[src/rtl/dtree_pkg.sv]
// Shared definitions for the decision-tree front end.
// DEFAULT_CHANNELS : default channel count for the scheduler/decoder pair
// DEFAULT_LOG      : width of an encoded channel index at the default count
// chan_idx_t       : encoded channel index, as seen on the decoder input
// wrap_add         : (a + b) mod n for operands already below n
package dtree_pkg;

  localparam int unsigned DEFAULT_CHANNELS = 16;
  localparam int unsigned DEFAULT_LOG      = $clog2(DEFAULT_CHANNELS);

  typedef logic [DEFAULT_LOG-1:0] chan_idx_t;

  function automatic int unsigned wrap_add(input int unsigned a, input int unsigned b,
                                           input int unsigned n);
    int unsigned s;
    s = a + b;
    if (s >= n) s = s - n;
    return s;
  endfunction

endpackage

[src/rtl/rr_priority_select.sv]
// Combinational round-robin pick: first set bit of pending at or above ptr,
// wrapping from CHANNELS-1 back to 0.
// pending : request vector to search
// ptr     : search start position (always < CHANNELS)
// found   : at least one pending bit set
// index   : encoded position of the selected bit (0 when nothing found)
module rr_priority_select
  import dtree_pkg::*;
#(
  parameter int unsigned CHANNELS = DEFAULT_CHANNELS,
  localparam int unsigned LOG_CHANNELS = $clog2(CHANNELS)
) (
  input  logic [CHANNELS-1:0]     pending,
  input  logic [LOG_CHANNELS-1:0] ptr,
  output logic                    found,
  output logic [LOG_CHANNELS-1:0] index
);

  logic [CHANNELS-1:0] rotated;
  int unsigned         offset;

  // Rotate so that position ptr lands at bit 0; modulo arithmetic keeps
  // non-power-of-two channel counts correct.
  always_comb begin
    rotated = '0;
    for (int unsigned j = 0; j < CHANNELS; j++) begin
      rotated[j] = pending[wrap_add(j, 32'(ptr), CHANNELS)];
    end
  end

  // Lowest-set-bit encoder on the rotated vector.
  always_comb begin
    found  = 1'b0;
    offset = 0;
    for (int unsigned j = 0; j < CHANNELS; j++) begin
      if (!found && rotated[j]) begin
        found  = 1'b1;
        offset = j;
      end
    end
  end

  // Un-rotate back to an absolute channel number.
  always_comb begin
    index = '0;
    if (found) index = LOG_CHANNELS'(wrap_add(offset, 32'(ptr), CHANNELS));
  end

endmodule

[src/rtl/channel_scheduler.sv]
// Round-robin scheduler feeding encoded channel indices to the shared
// decision-tree engine through a valid/ready handshake.
// clk, rst_n     : clock (rising edge), asynchronous active-low reset
// req            : per-channel one-cycle "sample ready" pulses
// out_valid      : out_channel holds a granted channel
// out_ready      : engine accepts the current channel this cycle
// out_channel    : encoded index of the granted channel
// pending        : registered pending-request vector
// overrun        : sticky per-channel lost-sample flags
// overrun_clear  : synchronous clear of all overrun flags (wins over a set)
module channel_scheduler
  import dtree_pkg::*;
#(
  parameter int unsigned CHANNELS = DEFAULT_CHANNELS,
  localparam int unsigned LOG_CHANNELS = $clog2(CHANNELS)
) (
  input  logic                    clk,
  input  logic                    rst_n,
  input  logic [CHANNELS-1:0]     req,
  output logic                    out_valid,
  input  logic                    out_ready,
  output logic [LOG_CHANNELS-1:0] out_channel,
  output logic [CHANNELS-1:0]     pending,
  output logic [CHANNELS-1:0]     overrun,
  input  logic                    overrun_clear
);

  logic [LOG_CHANNELS-1:0] ptr;
  logic                    sel_found;
  logic [LOG_CHANNELS-1:0] sel_index;
  logic                    load;
  logic                    grant;
  logic [CHANNELS-1:0]     load_vec;
  logic [LOG_CHANNELS-1:0] ptr_next;

  rr_priority_select #(.CHANNELS(CHANNELS)) u_select (
    .pending (pending),
    .ptr     (ptr),
    .found   (sel_found),
    .index   (sel_index)
  );

  // Output register is free when empty or being drained this edge.
  assign load  = !out_valid || out_ready;
  assign grant = load && sel_found;

  always_comb begin
    load_vec = '0;
    if (grant) load_vec[sel_index] = 1'b1;
  end

  assign ptr_next = (sel_index == LOG_CHANNELS'(CHANNELS - 1)) ? '0 : sel_index + 1'b1;

  always_ff @(posedge clk or negedge rst_n) begin
    if (!rst_n) begin
      pending     <= '0;
      overrun     <= '0;
      out_valid   <= 1'b0;
      out_channel <= '0;
      ptr         <= '0;
    end else begin
      // A req on the edge its channel is loaded re-arms pending rather than
      // counting as a lost sample.
      pending <= (pending & ~load_vec) | req;
      if (overrun_clear) overrun <= '0;
      else               overrun <= overrun | (req & pending & ~load_vec);
      if (load) begin
        if (sel_found) begin
          out_valid   <= 1'b1;
          out_channel <= sel_index;
          ptr         <= ptr_next;
        end else begin
          out_valid   <= 1'b0;
        end
      end
    end
  end

endmodule

[config.mk]
export PLATFORM = sky130hd
export DESIGN_NAME = channel_scheduler
export DESIGN_NICKNAME = d
export VERILOG_FILES = /design/src/rtl/dtree_pkg.sv /design/src/rtl/rr_priority_select.sv /design/src/rtl/channel_scheduler.sv
export SDC_FILE = /design/constraint.sdc
export NUM_CORES = 1
export LEC_CHECK = 0
export CAP_MARGIN = 5
export CORE_MARGIN = 2
export CORE_UTILIZATION = 59
export CTS_CLUSTER_DIAMETER = 40
export DETAILED_ROUTE_END_ITERATION = 10
export DONT_BUFFER_PORTS = 1
export GPL_ROUTABILITY_DRIVEN = 1
export HOLD_SLACK_MARGIN = 0.1
export PLACE_DENSITY = 0.75
export SYNTH_ARGS = -nofsm -noshare
export SYNTH_HDL_FRONTEND = slang
export SYNTH_HIERARCHICAL = 1
export SYNTH_SLANG_ARGS = --single-unit
[constraint.sdc]
create_clock -name clk -period 7.1 [get_ports clk]
set_input_delay 1.42 -clock clk [delete_from_list [all_inputs] [get_ports clk]]
set_output_delay 1.42 -clock clk [all_outputs]
set_load 0.01 [all_outputs]
=== After elaboration in Yosys (flattened, before gate mapping) ===
Index checks and enable logic that the tools add are counted.

* Bits in registers: 41
* Bits of input ports: 20

* Eq/ne operators: 1
* Bitwise operators: 6
* Muxes and demuxes: 87
* $add $sub $neg: 34
* $lt $le $gt $ge: 35
* Reduce and logical (&&, ||, !) cells: 35

{| class="wikitable"
|+ Operator list
! cell !! number
|-
| < comparator 32 x 5 -> 1 bit (second input constant) || 16
|-
| 2-to-1 mux 32 bit || 16
|-
| greater-or-equal comparator 32 x 5 -> 1 bit (second input constant) || 15
|-
| subtractor 32 x 5 -> 32 bit (second input constant) || 15
|-
| binary-select mux 1 bit (select 4 bit) || 16
|-
| bitwise AND 16 bit || 3
|-
| 2-to-1 mux 4 bit || 11
|-
| adder 4 x 4 -> 5 bit (first input constant) || 8
|-
| 2-to-1 mux 1 bit || 35
|-
| 2-to-1 mux 16 bit || 2
|-
| bitwise OR 16 bit || 2
|-
| adder 3 x 4 -> 5 bit (first input constant) || 4
|-
| logical AND 1 bit || 17
|-
| zero test 1 bit || 16
|-
| inverter 16 bit || 1
|-
| 2-to-1 mux 3 bit || 4
|-
| adder 2 x 4 -> 5 bit (first input constant) || 2
|-
| subtractor 4 x 5 -> 6 bit (second input constant) || 1
|-
| adder 1 x 4 -> 5 bit (first input constant) || 1
|-
| adder 4 x 4 -> 5 bit || 1
|-
| greater-or-equal comparator 4 x 5 -> 1 bit (second input constant) || 1
|-
| greater-or-equal comparator 5 bit (second input constant) || 1
|-
| < comparator 4 x 5 -> 1 bit (second input constant) || 1
|-
| adder 4 x 1 -> 4 bit (second input constant) || 1
|-
| 7 further kinds || 8
|}

=== Logic depth before layout (Yosys ltp) ===
Gate-level depths: netlist (run 1).

* Depth in word-level cells: 63
* Gate-level depth with buffers: 21
* Gate-level depth less buffers: 17

=== Hierarchy ===
The synthesis (run 1) kept the hierarchy.

{| class="wikitable"
|+ Modules (own cells, without submodules)
! module !! cells an instance !! area each (µm²) !! instances
|-
| channel_scheduler || 168 || 1830.5 || 1
|-
| rr_priority_select || 121 || 1485.2 || 1
|}

=== Least setup slack after synthesis (run 1) ===
OpenSTA, ideal clock, no wires.

* Path type: register -> register
* From: register ptr[0]
* To: register overrun[1]
* Path slack: 2248 ps
* Stages on the path, launching flop included: 20
* Required time: 6971 ps
* Clock period less this slack: 4852 ps
* Arrival: 4723 ps
* Library setup time: 129 ps
* Cell sequence: dfrtp_1 > buf_6 > buf_8 > clkinv_1 > ha_1 > buf_2 > mux4_1 > mux4_2 > or3_1 > o31ai_1 > a31o_1 > ha_1 > inv_1 > fa_1 > xnor2_1 > and2_1 > or2_1 > clkbuf_1 > o311ai_1 > a21oi_1

* Word-level cells in the longest chain between the ends: 63
* Elaborated cells between the ends (all ways): 172
* Those cells by class: add/sub (33); order compare (19); mux (85); bitwise (3); reduce/logical (32)

{| class="wikitable"
|+ RTL lines
! what !! RTL line !! source
|-
| from (decl) || channel_scheduler.sv:28 || <nowiki>logic [LOG_CHANNELS-1:0] ptr;</nowiki>
|-
| from (signal assigned) || channel_scheduler.sv:71 || <nowiki>ptr <= ptr_next;</nowiki>
|-
| branches (longest 53 deep; another with subtractor 32 x 5 -> 32 bit) || -- ||
|-
| 2-to-1 mux 4 bit (*) || rr_priority_select.sv:46 || <nowiki>if (found) index = LOG_CHANNELS'(wrap_add(offset, 32'(ptr), CHANNELS));</nowiki>
|-
| via sel_index[2] || channel_scheduler.sv:30 || <nowiki>logic [LOG_CHANNELS-1:0] sel_index;</nowiki>
|-
| < comparator 4 x 5 -> 1 bit (not written as such) or greater-or-equal comparator 4 x 1 -> 1 bit (tied branches) || channel_scheduler.sv:49 || <nowiki>if (grant) load_vec[sel_index] = 1'b1;</nowiki>
|-
| logical AND 1 bit (not written as such) || channel_scheduler.sv:49 ||
|-
| 2-to-1 mux 1 bit (not written as such) || channel_scheduler.sv:49 ||
|-
| demux 1 bit (select 4 bit) (*) || channel_scheduler.sv:49 ||
|-
| 2-to-1 mux 16 bit (*) || channel_scheduler.sv:49 ||
|-
| inverter 16 bit (*) || channel_scheduler.sv:66 || <nowiki>else overrun <= overrun | (req & pending & ~load_vec);</nowiki>
|-
| bitwise AND 16 bit (*) || channel_scheduler.sv:66 ||
|-
| bitwise OR 16 bit (*) || channel_scheduler.sv:66 ||
|-
| 2-to-1 mux 16 bit (*) || channel_scheduler.sv:65 || <nowiki>if (overrun_clear) overrun <= '0;</nowiki>
|-
| to (signal assigned) || channel_scheduler.sv:66 ||
|-
| to (decl) || channel_scheduler.sv:24 || <nowiki>output logic [CHANNELS-1:0] overrun,</nowiki>
|}

Mark *: on every way through the listed nets, which the timed path passes. The select of a mux whose other input is x is not followed.
A chain may end at the register's enable or synchronous reset.

=== Final worst setup path (run 1) ===
* From: register ptr[1]
* To: register overrun[6]

The elaborated chain is that of the path after synthesis.

==> impl_metrics.tcl, run 1 <==
set metrics [dict create \
    detail-route-antenna-nets 0 \
    dieArea_um2 6240 \
    max-vdd-ir-drop_uv 270 \
    worst_hold_startpoint "overrun[10]" \
    drive_gt1_share_pct 15.8 \
    post-route-min-period_ns 5.43 \
    place_inst 349 \
    clock_latency_ns 0.29 \
    cp.buffers_inverters 3 \
    initial_core_util_pct 60.6 \
    wl_met2_mm 3.77 \
    htreeDepth 2 \
    antenna_found_initial 0 \
    drcViolationCount 0 \
    wire_per_inst_um 21.6 \
    crit_required_ns 7.26 \
    grt.total_usage_pct 26.3 \
    crit_chain "buf_4 -> inv_1 -> ha_1 -> mux4_1 -> mux4_2 -> or3_1 -> o31ai_1 -> a31o_1 -> ha_1 -> inv_1 -> fa_1 -> nor2b_1 -> ha_1 -> nand2_1 -> o311ai_1 -> a21oi_1" \
    slew_headroom_pct 51.6 \
    clk_pin_slew_worst_paths_ns 0.07 \
    antenna-diode-count 0 \
    worstMarginPinSlew_ns 0.726 \
    ys.flop_type "dfrtp_1" \
    syn_avg_cell_area_um2 11.5 \
    rsz0062_at_grt "false" \
    fmaxAchievable_ghz 0.184 \
    synth_top_area_share_pct 30.9 \
    hold_violations 0 \
    syn_nets 324 \
    critical-path-max-stage-delay_ns 0.66 \
    crit_fanout 18 \
    mostFrequentLayoutCells "41 x dfrtp_1, 24 x a21oi_1, 23 x inv_1" \
    ys_seq_elements 41 \
    area_growth_syn_to_layout_pct 3.58 \
    dp_hpwl_mm 5.74 \
    async_flop_share_pct 100 \
    setup_tns_ns 0 \
    synth.area.top_cells "dfrtp_1 31%, mux4_2 11%, mux4_1 9.5%, ha_1 5.3%, o31ai_1 4.1%" \
    rr_worst_depth 16 \
    io_buffers 0 \
    numClockSinks 41 \
    whs_endpoint "overrun[10]" \
    postCtsSetupBuffers 0 \
    vias 2414 \
    ctsHoldBuffers 0 \
    ys_seq_area_share_pct 30.9 \
    fin_nets 319 \
    hp-class "reg2reg" \
    die_x_um 79.0 \
    r2r-start "ptr[1]" \
    cts_tree "yes" \
    top_layer_used "met4" \
    fin_util_pct 62.8 \
    yosys.area.top_type "dfrtp_1" \
    maxCapViolCount 0 \
    synth_edf_count 0 \
    dieHeight_um 79.0 \
    p_per_area_nw_per_um2 385 \
    syn_area_um2 3320 \
    met1Wirelength_mm 3.37 \
    cts_resized 0 \
    power.total_mw 1.32 \
    r2r-end "overrun[6]" \
    overflow 0 \
    cp_slowest_cell "mux4_1" \
    fin_crit_sh_pct 76.4 \
    cpMostUsedCell "ha_1" \
    crit_family "adder cells" \
    wl_mm 7.70 \
    layout_commonest_cell "dfrtp_1" \
    worstPathArrival_ns 5.59 \
    io_pins 57 \
    end_kind "flip-flop" \
    drt_first_pass_iters 4 \
    fin_skew_ns 0.00528 \
    start_kind "flip-flop" \
    first_iter_violations 154 \
    path_class "reg2reg" \
    grt_start_max_net_pins 42 \
    grt_pass1_wl_mm 12.6 \
    r2r_slack_ns 1.67 \
    slew_violations 0 \
    grt_pass1_vias 2435 \
    postSynthCellCount 289 \
    final-instance-count-excl-fill 357 \
    cts_buffers 5 \
    wl_met3_um 420 \
    routed_via_density 6.76 \
    num_rows 27 \
    leakage_nw 1.25 \
    synth_cell_types 47 \
    gp_congestion 0.838 \
    hold_depth 2 \
    yosys_warnings 6 \
    root_buffer "clkbuf_8" \
    cts_buffer_depth 2 \
    coreArea_um2 5470 \
    finalSetupViolCount 0 \
    outcome "completed" \
]
## worst min-delay path, delay by kind of cell, from the launching register on
kind	cells	cell delay, ns
AOI/OAI and AO/OA	1	0.05
buffers and inverters	1	0.07
DFF	1	0.42
## registers in the layout, indices dropped and copies added, names as in the netlist
signal       count
ptr              4
overrun         16
out_channel      4
pending         16
out_valid        1
## metrics by stage
stage          instance area [µm²]  worst slack, ns  hold WS, ns
2_1_floorplan                 3320             2.25        0.484
3_3_place_gp                  3320             1.89        0.550
3_5_place_dp                  3320             1.75        0.554
4_1_cts                       3430             1.73        0.566
5_1_grt                       3430             1.41        0.580
6_report                      3430             1.67        0.564
## power breakdown
part | switching (mW) | internal (mW) | leakage [nW]
sequential | 0.111 | 0.283 | 0.448
clock | 0.0764 | 0.115 | 0.0585
combinational | 0.403 | 0.335 | 0.742
total | 0.590 | 0.732 | 1.25
## per-layer routing
| layer | up-vias | GRT usage [%] |
|---|---|---|
| li1 | 1110 | - |
| met2 | 87 | 41.0 |
| met5 | - | 0 |
| met1 | 1203 | 36.2 |
| met4 | 0 | 10.9 |
| met3 | 14 | 5.34 |
## area by class of cell
| class | instances | area (µm²) |
|---|---|---|
| inverters | 24 | 90.1 |
| well taps | 72 | 90.1 |
| fillers | 440 | 2040 |
| repair buffers | 3 | 22.5 |
| multi-input cells | 209 | 2090 |
| clock inverters | 1 | 30.0 |
| clock buffers | 7 | 86.3 |
| flip-flops and latches | 41 | 1030 |
## logic make-up (layout without fill, tap and decap cells)
logic type      after synthesis  after routing  share of synthesized area, %
flops                        41             41                          30.9
mux                          50             50                          27.5
buf+inv                      39             35                          6.11
fa+ha+maj                    15             15                          5.89
compound gates               80             80                          16.5
xor+xnor                     13             13                          3.43
simple gates                 51             51                          9.62
## Yosys cell counts (2+ instances only)
master	n
nor4_2	2
nor2b_1	2
buf_6	5
mux2i_1	13
a211oi_1	2
o31ai_1	18
buf_2	6
mux2_2	7
a21oi_1	24
dfrtp_1	41
o21ai_0	10
xor2_1	3
and2_1	2
mux4_1	12
a21o_1	3
o311ai_1	15
inv_1	23
xnor2_1	10
a21boi_0	2
nand2_1	10
nand2b_1	20
mux4_2	16
nor2_1	3
clkbuf_1	3
ha_1	14
or2_2	2
## worst max path at each step
stage | startpoint | to | slack [ns] | depth (start not counted)
6_report | ptr[1] | overrun[6] | 1.67 | 16
5_1_grt | ptr[1] | overrun[6] | 1.41 | 16
4_1_cts | ptr[1] | overrun[6] | 1.73 | 16
3_5_place_dp | ptr[1] | overrun[6] | 1.75 | 16
3_3_place_gp | ptr[1] | overrun[6] | 1.89 | 16
2_1_floorplan | ptr[0] | overrun[1] | 2.25 | 19
No activity file was read; power rests on OpenSTA's default activity.
==> run 2: changes to the inputs <==
==> constraint.sdc (replaced) <==
create_clock -name clk -period 5.3 [get_ports clk]
set_input_delay 1.06 -clock clk [delete_from_list [all_inputs] [get_ports clk]]
set_output_delay 1.06 -clock clk [all_outputs]
set_load 0.01 [all_outputs]
==> run 2 against run 1 <==
Hold slack worse by 0.11 ns. Design area hardly changed. Non-clock buffer count is 3 higher. Utilization hardly changed. Sequential cell count unchanged. Largest cell class unchanged. Die area stayed put. Fmax is 7.1% higher. Highest routed layer unchanged.
==> impl_metrics.tcl, run 2 (synthesized netlist as in run 1, its figures left out) <==
set metrics [dict create \
    path_class "reg2reg" \
    leakage_nw 1.25 \
    setup_tns_ns 0 \
    cts_buffer_depth 2 \
    die_x_um 79.0 \
    final_cell_area_um2 3440 \
    crit_chain "clkinv_1 -> ha_2 -> mux4_1 -> mux4_2 -> or3_1 -> o31ai_1 -> a31o_1 -> ha_1 -> inv_1 -> fa_1 -> nor2b_2 -> ha_1 -> nand2_1 -> o311ai_1 -> a21oi_1" \
    io_buffers 0 \
    overflow 0 \
    maxCapViolCount 0 \
    max-vdd-ir-drop_uv 263 \
    place_ws_ns 0.183 \
    cts_tree "yes" \
    area_growth_syn_to_layout_pct 3.62 \
    num_rows 27 \
    grt_pass1_wl_mm 13.2 \
    postCtsSetupBuffers 0 \
    numClockSinks 41 \
    coreArea_um2 5470 \
    htreeDepth 2 \
    hp-class "in2async" \
    final-instance-count-excl-fill 359 \
    vias 2460 \
    fmaxAchievable_ghz 0.197 \
    fin_nets 322 \
    dp_hpwl_mm 5.79 \
    first_iter_violations 132 \
    slew_violations 0 \
    io_pins 57 \
    final.setup.worst_slack_ns 0.233 \
    finalSetupViolCount 0 \
    place_area_um2 3340 \
    r2r_slack_ns 0.23 \
    antenna-diode-count 0 \
    hold_violations 0 \
    crit_fanout 8 \
    drt_first_pass_iters 6 \
    clk_pin_slew_worst_paths_ns 0.08 \
    worstMarginPinSlew_ns 0.551 \
    fin_skew_ns 0.0103 \
    root_buffer "clkbuf_8" \
    gp_congestion 0.850 \
    layout_commonest_cell "dfrtp_1" \
    cpMostUsedCell "ha_1" \
    place_inst 352 \
    end_kind "flip-flop" \
    antenna_found_initial 0 \
    initial_core_util_pct 60.6 \
    wire_per_inst_um 21.9 \
    worstPathArrival_ns 5.23 \
    mostFrequentLayoutCells "41 x dfrtp_1, 24 x a21oi_1, 23 x inv_1" \
    post-route-min-period_ns 5.07 \
    grt_pass1_vias 2531 \
    routed_via_density 6.85 \
    detail-route-antenna-nets 0 \
    grt_start_max_net_pins 42 \
    clock_latency_ns 0.29 \
    drcViolationCount 0 \
    n_fill_cell 449 \
    fin_crit_sh_pct 95.6 \
    slew_headroom_pct 62.9 \
    start_kind "flip-flop" \
    crit_family "adder cells" \
    dieHeight_um 79.0 \
    outcome "completed" \
    cp_slowest_cell "mux4_1" \
    dieArea_um2 6240 \
    grt.total_usage_pct 27.3 \
    critical-path-max-stage-delay_ns 0.64 \
    cts_buffers 5 \
    p_per_area_nw_per_um2 507 \
    wl_mm 7.86 \
    top_regs "overrun x16, pending x16" \
    crit_required_ns 5.47 \
    drive_gt1_share_pct 17.8 \
    cp.buffers_inverters 2 \
]
## run 2: layout make-up
class	count	area [µm²]	area share [%]
Multi-Input combinational cell	209	2100	61.1
Clock buffer	7	86.3	2.51
Inverter	24	90.1	2.62
Timing Repair Buffer	6	45.0	1.31
Sequential cell	41	1030	29.9
Tap cell	72	90.1	2.62
## run 2: worst paths after layout
check | endpoint | cells after the start | from
min | pending[8] | 0 | rst_n
max in group asynchronous | out_channel[3] | 0 | rst_n
min in group clk | overrun[9] | 2 | overrun[9]
max reg2reg | overrun[3] | 15 | ptr[0]
min reg2reg | overrun[9] | 2 | overrun[9]
max | overrun[3] | 15 | ptr[0]
## run 2: layer usage
layer	track usage, %	vias up	wire length [µm]
li1	-	1112	-
met1	36.8	1268	3390
met2	44.0	71	3950
met3	4.89	9	440
met4	11.0	0	84
met5	0	-	0
## run 2: power breakdown
| part | switching [mW] | total (mW) | internal [mW] |
|---|---|---|---|
| sequential | 0.129 | 0.508 | 0.379 |
| clock | 0.101 | 0.205 | 0.103 |
| combinational | 0.567 | 1.03 | 0.462 |
| total | 0.797 | 1.74 | 0.945 |
## run 2: repair_timing
action                     in CTS  in global routing
setup endpoints to repair       0                 28
hold buffers                    0                  0
gates resized for setup         0                  4
## run 2: stage by stage
stage	power, mW	hold WS (ns)	util, %
final	1.74	0.450	62.8
after global routing	1.86	0.437	62.8
after CTS	1.73	0.445	62.6
after detailed placement	1.52	0.555	61.0
after global placement	1.49	0.551	61.0
after floorplan	1.33	0.484	-
==> run 3: changes to the inputs <==
--- a/config.mk
+++ b/config.mk
@@ -7,14 +7,15 @@
 export LEC_CHECK = 0
 export CAP_MARGIN = 5
 export CORE_MARGIN = 2
-export CORE_UTILIZATION = 59
+export CORE_UTILIZATION = 30
 export CTS_CLUSTER_DIAMETER = 40
 export DETAILED_ROUTE_END_ITERATION = 10
 export DONT_BUFFER_PORTS = 1
 export GPL_ROUTABILITY_DRIVEN = 1
 export HOLD_SLACK_MARGIN = 0.1
-export PLACE_DENSITY = 0.75
+export SKIP_LAST_GASP = 1
 export SYNTH_ARGS = -nofsm -noshare
 export SYNTH_HDL_FRONTEND = slang
 export SYNTH_HIERARCHICAL = 1
 export SYNTH_SLANG_ARGS = --single-unit
+export TNS_END_PERCENT = 10
==> run 3 against run 2 <==
Clock skew rose by 0.00089 ns. Via count fell by 0.85%. Routed wire length rose by 8.4%. Power rose by 3.7%. Die area rose by 91%. Clock power rose by 29%. Largest cell class unchanged. Final cell count rose by 19%. Global-route usage fell by 12 points. Utilization fell by 30 points.
==> impl_metrics.tcl, run 3 (synthesized netlist as in run 1, its figures left out) <==
set metrics [dict create \
    clock_latency_ns 0.30 \
    outcome "completed" \
    clk_pin_slew_worst_paths_ns 0.08 \
    fin_nets 321 \
    fmaxAchievable_ghz 0.202 \
    power.total_mw 1.81 \
    crit_family "adder cells" \
    r2r-end "overrun[7]" \
    cp_slowest_cell "mux4_1" \
    htreeDepth 2 \
    crit_fanout 8 \
    wire_per_inst_um 20.0 \
    place_ws_ns 0.144 \
    crit_required_ns 5.48 \
    cp.buffers_inverters 2 \
    first_iter_violations 142 \
    rsz0062_at_grt "false" \
    cts_buffer_depth 2 \
    max-vdd-ir-drop_uv 257 \
    io_pins 57 \
    root_buffer "clkbuf_8" \
    io_buffers 0 \
    coreArea_um2 10800 \
    critical-path-max-stage-delay_ns 0.62 \
    area_growth_syn_to_layout_pct 7.06 \
    slew_headroom_pct 54.2 \
    mostFrequentLayoutCells "41 x dfrtp_1, 24 x a21oi_1, 23 x inv_1" \
    grt.total_usage_pct 15.3 \
    initial_core_util_pct 30.7 \
    finalSetupViolCount 0 \
    n_fill_cell 1083 \
    cts_buffers 5 \
    grt_pass1_wl_mm 14.0 \
    fin_util_pct 32.9 \
    overflow 0 \
    fin_crit_sh_pct 93.2 \
    antenna-diode-count 0 \
    end_kind "flip-flop" \
    dieArea_um2 11900 \
    final-instance-count-excl-fill 427 \
    layout_commonest_cell "dfrtp_1" \
    final.setup.worst_slack_ns 0.360 \
    detail-route-antenna-nets 0 \
    wl_mm 8.53 \
    grt_pass1_vias 2503 \
    drcViolationCount 0 \
    numClockSinks 41 \
    path_class "reg2reg" \
    r2r_slack_ns 0.36 \
    leakage_nw 1.26 \
    maxCapViolCount 0 \
    place_area_um2 3420 \
    top_regs "overrun x16, pending x16" \
    worstMarginPinSlew_ns 0.687 \
    grt_start_max_net_pins 42 \
    routed_via_density 5.71 \
    worstPathArrival_ns 5.12 \
    rr_worst_depth 15 \
    dp_hpwl_mm 6.54 \
    fin_hold_ws_ns 0.447 \
    cpMostUsedCell "ha_1" \
    start_kind "flip-flop" \
    die_x_um 109 \
    crit_cells 15 \
    cts_tree "yes" \
    num_rows 38 \
    hold_violations 0 \
    slew_violations 0 \
    setup_tns_ns 0 \
    post-route-min-period_ns 4.94 \
    place_inst 419 \
    final_cell_area_um2 3550 \
    p_per_area_nw_per_um2 509 \
    drive_gt1_share_pct 17.1 \
    crit_chain "clkinv_1 -> ha_4 -> mux4_1 -> mux4_2 -> or3_1 -> o31ai_1 -> a31o_1 -> ha_1 -> inv_1 -> fa_1 -> nor2b_2 -> ha_1 -> nand2_1 -> o311ai_1 -> a21oi_1" \
    vias 2439 \
    hp-class "in2async" \
    antenna_found_initial 0 \
    fin_skew_ns 0.0112 \
    drt_first_pass_iters 4 \
    dieHeight_um 109 \
    r2r-start "ptr[0]" \
    gp_congestion 0.818 \
]
==> run 3: cell types whose count changed in the layout (fill, tap and decap cells not counted), sizes merged <==
cell	before	now
buf	6	5
bufinv	0	1
==> run 3: layout make-up <==
type	instances	area [µm²]	share of cell area (%)
Clock inverter	1	30.0	0.846
Tap cell	140	175	4.93
Sequential cell	41	1030	28.9
Timing Repair Buffer	5	37.5	1.06
Clock buffer	7	86.3	2.43
Multi-Input combinational cell	209	2100	59.3
Inverter	24	90.1	2.54
==> run 3: metal layers <==
metal	GRT usage (%)	routed length (µm)
met3	2.75	479
met1	19.8	3650
met2	25.8	4210
met4	5.04	188
met5	0	0
==> run 3: worst max-delay path by stage <==
stage / end / start / slack, ns
final: overrun[7] / ptr[0] / 0.36
after global routing: overrun[7] / ptr[0] / 0.07
after CTS: overrun[7] / ptr[0] / 0.13
after detailed placement: overrun[7] / ptr[0] / 0.14
after global placement: overrun[7] / ptr[0] / 0.28
after floorplan: overrun[1] / ptr[0] / 0.45
==> run 3: repair_timing <==
action | CTS | global route
buffers inserted | 0 | 0
gates resized for setup | 0 | 3
endpoints found under the setup margin | 0 | 21
hold buffers | 0 | 0
==> run 3: power breakdown <==
part | total, mW | switching [mW] | internal, mW
Sequential | 0.518 | 0.140 | 0.379
Combinational | 1.03 | 0.561 | 0.464
Clock | 0.264 | 0.110 | 0.154
